--- config.mk ---
export PLATFORM = sky130hd
export DESIGN_NAME = add_head_frame_pilot
export DESIGN_NICKNAME = d
export VERILOG_FILES = /design/src/rtl/add_head_frame_pkg.sv /design/src/rtl/fifo_sync_fwft.sv /design/src/rtl/add_head_frame_pilot.sv
export SDC_FILE = /design/constraint.sdc
export NUM_CORES = 1
export LEC_CHECK = 0
export CORE_MARGIN = 8
export CORE_UTILIZATION = 40
export CTS_BUF_LIST = sky130_fd_sc_hd__clkbuf_4 sky130_fd_sc_hd__clkbuf_8
export CTS_CLUSTER_SIZE = 8
export DETAILED_ROUTE_END_ITERATION = 6
export GPL_TIMING_DRIVEN = 0
export SYNTH_ARGS = -nofsm -noshare
export SYNTH_HDL_FRONTEND = slang
export SYNTH_SLANG_ARGS = --single-unit
export TNS_END_PERCENT = 30
--- constraint.sdc ---
create_clock -name clk -period 5.4 [get_ports clk]
set_input_delay 1.08 -clock clk [delete_from_list [all_inputs] [get_ports clk]]
set_output_delay 1.08 -clock clk [all_outputs]
set_load 0.1 [all_outputs]
--- src/rtl/add_head_frame_pkg.sv ---
// Shared definitions for the PAM frame assembler.
//   state_e     : frame assembler FSM encoding
//   PRBS_SEED   : head sequence seed, reloaded at the start of every frame
//   prbs7_next  : one step of the x^7+x^6+1 head sequence generator
//   frame_len   : samples per frame for a given parameter set
package add_head_frame_pkg;

    typedef enum logic [2:0] {
        ST_IDLE    = 3'd0,
        ST_HEAD    = 3'd1,
        ST_PAYLOAD = 3'd2,
        ST_PILOT   = 3'd3,
        ST_GUARD   = 3'd4
    } state_e;

    localparam logic [6:0] PRBS_SEED = 7'h7F;

    function automatic logic [6:0] prbs7_next(input logic [6:0] s);
        return {s[5:0], s[6] ^ s[5]};
    endfunction

    function automatic int frame_len(input int head_len, input int spw,
                                     input int payload_words, input int pilot_period,
                                     input int pilot_len, input int guard_len);
        int n_pilots;
        n_pilots = (pilot_period == 0) ? 0 : (payload_words - 1) / pilot_period;
        return head_len + spw * payload_words + pilot_len * n_pilots + guard_len;
    endfunction

endpackage

--- src/rtl/fifo_sync_fwft.sv ---
// Synchronous first-word-fall-through FIFO.
//   clk, rst_n    : clock, asynchronous active-low reset (empties the FIFO)
//   wr_en_i       : write request; taken when not full, or when full with a read in the same cycle
//   wr_data_i     : write data
//   rd_en_i       : pop the head word; ignored when empty
//   rd_data_o     : head word, valid whenever empty_o is low
//   full_o, empty_o, count_o : occupancy status
module fifo_sync_fwft #(
    parameter int WIDTH = 24,
    parameter int AW    = 5
) (
    input  logic             clk,
    input  logic             rst_n,
    input  logic             wr_en_i,
    input  logic [WIDTH-1:0] wr_data_i,
    input  logic             rd_en_i,
    output logic [WIDTH-1:0] rd_data_o,
    output logic             full_o,
    output logic             empty_o,
    output logic [AW:0]      count_o
);
    localparam int DEPTH = 1 << AW;

    logic [WIDTH-1:0] mem_q [DEPTH];
    logic [AW-1:0]    wr_ptr_q, rd_ptr_q;
    logic [AW:0]      count_q;
    logic             do_wr, do_rd;

    assign full_o    = (count_q == (AW+1)'(DEPTH));
    assign empty_o   = (count_q == '0);
    assign count_o   = count_q;
    assign rd_data_o = mem_q[rd_ptr_q];
    assign do_rd     = rd_en_i && !empty_o;
    assign do_wr     = wr_en_i && (!full_o || do_rd);

    always_ff @(posedge clk) begin
        if (do_wr) mem_q[wr_ptr_q] <= wr_data_i;
    end

    always_ff @(posedge clk or negedge rst_n) begin
        if (!rst_n) begin
            wr_ptr_q <= '0;
            rd_ptr_q <= '0;
            count_q  <= '0;
        end else begin
            if (do_wr) wr_ptr_q <= wr_ptr_q + 1'b1;
            if (do_rd) rd_ptr_q <= rd_ptr_q + 1'b1;
            if (do_wr && !do_rd)      count_q <= count_q + 1'b1;
            else if (!do_wr && do_rd) count_q <= count_q - 1'b1;
        end
    end
endmodule

--- src/rtl/add_head_frame_pilot.sv ---
// Frame assembler between the PAM mapper and the DAC.
// Buffers packed PAM words and emits one sample per clock as frames of
// PRBS7 head, payload (lane 0 first), periodic pilot blocks and a zero guard.
//   clk, rst_n              : clock, asynchronous active-low reset
//   en                      : allow new frames to start
//   PamMap2AddHead_*        : input word valid/ready handshake
//   sent_data, sent_valid   : registered DAC sample and in-frame flag
//   frame_sof               : pulse on head sample 0
//   underrun                : pulse on each payload sample with no data
//
// state   | meaning
// IDLE    | waiting for en and START_THRESH buffered words
// HEAD    | emitting PRBS7 head, cnt = head sample index
// PAYLOAD | emitting word lanes, cnt = words since last pilot
// PILOT   | emitting alternating +/- pilot, cnt = pilot sample index
// GUARD   | emitting zero guard samples, cnt = guard sample index
module add_head_frame_pilot
    import add_head_frame_pkg::*;
#(
    parameter int AD_CVER_WIDTH = 12,
    parameter int SPW           = 2,
    parameter int FIFO_AW       = 5,
    parameter int HEAD_LEN      = 32,
    parameter int PAYLOAD_WORDS = 16,
    parameter int PILOT_PERIOD  = 4,
    parameter int PILOT_LEN     = 2,
    parameter int GUARD_LEN     = 4,
    parameter int HEAD_AMP      = 1024,
    parameter int START_THRESH  = 1
) (
    input  logic                         clk,
    input  logic                         rst_n,
    input  logic                         en,
    input  logic [SPW*AD_CVER_WIDTH-1:0] PamMap2AddHead_data,
    input  logic                         PamMap2AddHead_valid,
    output logic                         PamMap2AddHead_ready,
    output logic [AD_CVER_WIDTH-1:0]     sent_data,
    output logic                         sent_valid,
    output logic                         frame_sof,
    output logic                         underrun
);
    localparam int DW = AD_CVER_WIDTH;
    localparam int CW = 12;
    localparam int LW = (SPW > 1) ? $clog2(SPW) : 1;
    localparam logic [DW-1:0] AMP_P = DW'(HEAD_AMP);
    localparam logic [DW-1:0] AMP_N = ~AMP_P + 1'b1;

    logic [SPW*DW-1:0] fifo_rd_data;
    logic              fifo_full, fifo_empty, pop;
    logic [FIFO_AW:0]  fifo_count, occ_after;
    logic [DW-1:0]     lane_sample;

    state_e            state_q, state_d;
    logic [CW-1:0]     cnt_q, cnt_d, word_q, word_d;
    logic [LW-1:0]     lane_q, lane_d;
    logic [6:0]        lfsr_q, lfsr_d;
    logic              starve_q, starve_d, starved, frame_end, start_ok;
    logic [DW-1:0]     data_d;
    logic              valid_d, sof_d, und_d;

    fifo_sync_fwft #(.WIDTH(SPW*DW), .AW(FIFO_AW)) u_fifo (
        .clk      (clk),
        .rst_n    (rst_n),
        .wr_en_i  (PamMap2AddHead_valid && PamMap2AddHead_ready),
        .wr_data_i(PamMap2AddHead_data),
        .rd_en_i  (pop),
        .rd_data_o(fifo_rd_data),
        .full_o   (fifo_full),
        .empty_o  (fifo_empty),
        .count_o  (fifo_count)
    );

    assign PamMap2AddHead_ready = !fifo_full;
    assign lane_sample          = fifo_rd_data[lane_q*DW +: DW];

    always_comb begin
        state_d   = state_q;
        cnt_d     = cnt_q;
        word_d    = word_q;
        lane_d    = lane_q;
        lfsr_d    = lfsr_q;
        starve_d  = starve_q;
        starved   = 1'b0;
        data_d    = '0;
        valid_d   = 1'b0;
        sof_d     = 1'b0;
        und_d     = 1'b0;
        pop       = 1'b0;
        frame_end = 1'b0;
        unique case (state_q)
            ST_HEAD: begin
                valid_d = 1'b1;
                data_d  = lfsr_q[6] ? AMP_P : AMP_N;
                sof_d   = (cnt_q == '0);
                lfsr_d  = prbs7_next(lfsr_q);
                if (cnt_q == CW'(HEAD_LEN - 1)) begin
                    state_d = ST_PAYLOAD;
                    cnt_d   = '0;
                    word_d  = '0;
                    lane_d  = '0;
                end else begin
                    cnt_d = cnt_q + 1'b1;
                end
            end
            ST_PAYLOAD: begin
                valid_d = 1'b1;
                // Starvation is decided once per word so a word arriving
                // mid-word is held until the next word boundary.
                starved  = (lane_q == '0) ? fifo_empty : starve_q;
                starve_d = starved;
                if (starved) und_d  = 1'b1;
                else         data_d = lane_sample;
                if (lane_q == LW'(SPW - 1)) begin
                    pop    = !starved;
                    lane_d = '0;
                    word_d = word_q + 1'b1;
                    if (word_q == CW'(PAYLOAD_WORDS - 1)) begin
                        if (GUARD_LEN > 0) begin
                            state_d = ST_GUARD;
                            cnt_d   = '0;
                        end else begin
                            frame_end = 1'b1;
                        end
                    end else if ((PILOT_PERIOD != 0) && (cnt_q == CW'(PILOT_PERIOD - 1))) begin
                        state_d = ST_PILOT;
                        cnt_d   = '0;
                    end else begin
                        cnt_d = cnt_q + 1'b1;
                    end
                end else begin
                    lane_d = lane_q + 1'b1;
                end
            end
            ST_PILOT: begin
                valid_d = 1'b1;
                data_d  = cnt_q[0] ? AMP_N : AMP_P;
                if (cnt_q == CW'(PILOT_LEN - 1)) begin
                    state_d = ST_PAYLOAD;
                    cnt_d   = '0;
                end else begin
                    cnt_d = cnt_q + 1'b1;
                end
            end
            ST_GUARD: begin
                valid_d = 1'b1;
                if (cnt_q == CW'(GUARD_LEN - 1)) frame_end = 1'b1;
                else                             cnt_d = cnt_q + 1'b1;
            end
            default: ;
        endcase

        // Occupancy seen by the start decision excludes a word popped this cycle.
        occ_after = fifo_count - {{FIFO_AW{1'b0}}, pop};
        start_ok  = en && (occ_after >= (FIFO_AW+1)'(START_THRESH));

        if ((state_q == ST_IDLE) || frame_end) begin
            if (start_ok) begin
                state_d = ST_HEAD;
                cnt_d   = '0;
                lfsr_d  = PRBS_SEED;
            end else begin
                state_d = ST_IDLE;
            end
        end
    end

    always_ff @(posedge clk or negedge rst_n) begin
        if (!rst_n) begin
            state_q    <= ST_IDLE;
            cnt_q      <= '0;
            word_q     <= '0;
            lane_q     <= '0;
            lfsr_q     <= PRBS_SEED;
            starve_q   <= 1'b0;
            sent_data  <= '0;
            sent_valid <= 1'b0;
            frame_sof  <= 1'b0;
            underrun   <= 1'b0;
        end else begin
            state_q    <= state_d;
            cnt_q      <= cnt_d;
            word_q     <= word_d;
            lane_q     <= lane_d;
            lfsr_q     <= lfsr_d;
            starve_q   <= starve_d;
            sent_data  <= data_d;
            sent_valid <= valid_d;
            frame_sof  <= sof_d;
            underrun   <= und_d;
        end
    end
endmodule

==> impl_metrics.env <==
export IMPL_clkTransAtPathRegs_ns=0.05
export IMPL_grt_pass1_vias=17180
export IMPL_holdWs_ns=0.4472
export IMPL_synth_seq_area_share=0.7526
export IMPL_dr_pass1_iters=5
export IMPL_yosys_area_top_type_share=0.7014
export IMPL_dp_hpwl_um=51190
export IMPL_run_status="complete, no violations"
export IMPL_path_max_fanout=5
export IMPL_fill_cells=6773
export IMPL_max_freq_mhz=238.5
export IMPL_cts_root_buf="clkbuf_8"
export IMPL_synth_area_per_cell_um2=21.20
export IMPL_rsz0062_at_grt="false"
export IMPL_wl_met2_um=39600
export IMPL_insertion_delay_ns=0.78
export IMPL_crit_path_end_kind="primary output"
export IMPL_cts_tree="built"
export IMPL_die_h_um=302.7
export IMPL_route_top_layer_used="met5"
export IMPL_die_area_mm2=0.09163
export IMPL_post_drt_wl_per_cell_um=27.42
export IMPL_ir_drop_mv=0.2462
export IMPL_grt_usage=0.1780
export IMPL_final_hold_viol_count=0
export IMPL_grt_max_degree=68
export IMPL_arrival_ns=3.11
export IMPL_met3_length_um=6297
export IMPL_cts_buffers=138
export IMPL_wirelength_met1_um=33020
export IMPL_htree_levels=4
export IMPL_vias=16390
export IMPL_crit_type="reg2out"
export IMPL_max_cap_violations=0
export IMPL_netlist_instances=1551
export IMPL_vias_per_cell=5.583
export IMPL_crit_required_ns=4.32
export IMPL_gp_congestion=0.8759
export IMPL_rows=105
export IMPL_netlist_area_mm2=0.03288
export IMPL_synth_most_common_cell="edfxtp_1"
export IMPL_initial_core_util=0.4024
export IMPL_ys_types=74
export IMPL_post_cts_resize_count=0
export IMPL_grt_first_pass_wirelength_um=116700
export IMPL_yosysWarnings=0
export IMPL_antenna_found_initial=3
export IMPL_synth_async_sr_flop_share=0.08024
export IMPL_clock_sinks=835
export IMPL_cts_setup_buffers=0
export IMPL_synthFlopType="edfxtp_1"
export IMPL_relSlewSlack=0.07809
export IMPL_holdBufCountCts=0
export IMPL_leakagePower_nw=12.09
export IMPL_grt_overflow=0
export IMPL_final_nets=1813
export IMPL_io_pins=44
export IMPL_fin_crit_sh=0.7764
export IMPL_synth_common_cells="edfxtp_1 (768), mux4_2 (236), nor2_1 (62), nand2_1 (61), dfrtp_1 (60)"
export IMPL_synth_top_area_cell="edfxtp_1"
export IMPL_antenna_left=0
export IMPL_drc=0
export IMPL_clockBufferDepth=3
export IMPL_ys_seq_elements=835
export IMPL_port_buffers=43
export IMPL_drt_iter0_markers=1674
export IMPL_start_kind="flop"
export IMPL_worstMarginPinSlew_ns=1.383
export IMPL_synth_nets=1597
export IMPL_setup_viol=0
export IMPL_hold_class="in2async"
export IMPL_p_per_area_mw_per_mm2=368.1
export IMPL_synthToLayoutAreaGrowth_pct=16.60
export IMPL_core_mm2=0.08172
export IMPL_yosys_top_cells_area="edfxtp_1 (70%), mux4_2 (16%), dfrtp_1 (4.6%)"
export IMPL_drv_slew=0
export IMPL_synth_edff_count=768
export IMPL_drive_gt1_frac=0.3063
export IMPL_final_core_util=0.4692
export IMPL_skew_ns=0.02911
export IMPL_period_minus_slack_ns=4.193
export IMPL_fp_dieW_um=302.7
export IMPL_wl_um=80480
worst max-delay path, stage by stage (launching register included):
cell and delay, ns:
dfrtp_1 0.42, nor4_1 0.76, nand3_1 0.17, clkdlybuf4s50_1 1.01
layout make-up:
class / count / area, um^2 / share of cell area
Tap cell: 1070 / 1339 / 0.03492
Sequential cell: 835 / 24750 / 0.6455
Multi-Input combinational cell: 606 / 7860 / 0.2050
Timing Repair Buffer: 76 / 1176 / 0.03068
Clock inverter: 31 / 245.2 / 0.006396
Antenna cell: 1 / 2.502 / 0.00006527
Inverter: 32 / 120.1 / 0.003133
Buffer: 78 / 395.4 / 0.01031
Clock buffer: 206 / 2454 / 0.06400
final timing paths:
check / startpoint / slack, ns / to / cells past startpoint
max: u_fifo.count_o[1]$_DFFE_PN0P_ / 1.21 / PamMap2AddHead_ready / 3
min: rst_n / 0.45 / u_fifo.count_o[5]$_DFFE_PN0P_ / 1
max reg2reg: state_q[1]$_DFFE_PN0P_ / 1.27 / u_fifo.count_o[5]$_DFFE_PN0P_ / 13
min reg2reg: lfsr_q[1]$_DFF_PN1_ / 0.49 / lfsr_q[1]$_DFF_PN1_ / 2
max in group asynchronous: rst_n / 4.35 / sent_data[6]$_DFF_PN0_ / 1
min in group clk: lfsr_q[1]$_DFF_PN1_ / 0.49 / lfsr_q[1]$_DFF_PN1_ / 2
logic make-up after synthesis:
| group | after synthesis | synth area share |
|---|---|---|
| AND/OR/NAND/NOR | 217 | 0.03208 |
| flip-flops | 835 | 0.7526 |
| XOR/XNOR | 23 | 0.006127 |
| AO/OA/AOI/OAI | 109 | 0.02382 |
| adder cells (fa/ha/maj) | 18 | 0.007078 |
| multiplexers | 239 | 0.1626 |
| buffers and inverters | 110 | 0.01568 |
report_power, final:
group / switching, mW / internal, mW / total (mW) / leakage (nW)
logic: 0.735 / 0.342 / 1.08 / 2.88
clock network: 2.46 / 3.00 / 5.46 / 1.44
registers: 0.108 / 7.47 / 7.57 / 7.77
stage by stage:
step	cells	total power, mW	TNS, ns	instance area, um^2	worst slack [ns]
after floorplan	1551	8.170	0	32880	2.046
after global placement	2664	8.554	-54.30	34650	-0.2814
after detailed placement	2697	8.788	0	35640	1.198
after CTS	2934	14.26	0	38340	1.129
after global routing	2934	14.62	0	38340	1.044
final	2935	14.11	0	38340	1.207
cells in the final DEF (no fill, tap or decap), types with 14 or more instances in the layout:
master           instances
dfrtp_1                 60
edfxtp_1               768
buf_12                  19
clkdlybuf4s50_1         42
inv_1                   32
ha_1                    17
nand3_1                 26
clkbuf_8               145
buf_2                   19
nand2_1                 61
a21oi_1                 15
mux4_2                 236
clkinv_1                18
o21ai_0                 14
nor2_1                  30
nor2_4                  32
xnor2_1                 15
clkbuf_1                38
clkbuf_4                61
routing by layer:
layer  up-vias  global-route usage
met5         -                   0
met4         6             0.04823
met3       108             0.04935
met2       604              0.2907
met1      8764              0.2348
li1       6904                   -
flip-flops by register name (all words and copies together) (netlist names), 5 cells and up:
register / flops
word_q: 12
u_fifo.count_o: 6
u_fifo.wr_ptr_q: 5
cnt_q: 12
u_fifo.rd_ptr_q: 5
lfsr_q: 7
sent_data: 12
u_fifo.mem_q: 768
(Power assumes the default switching activity.)
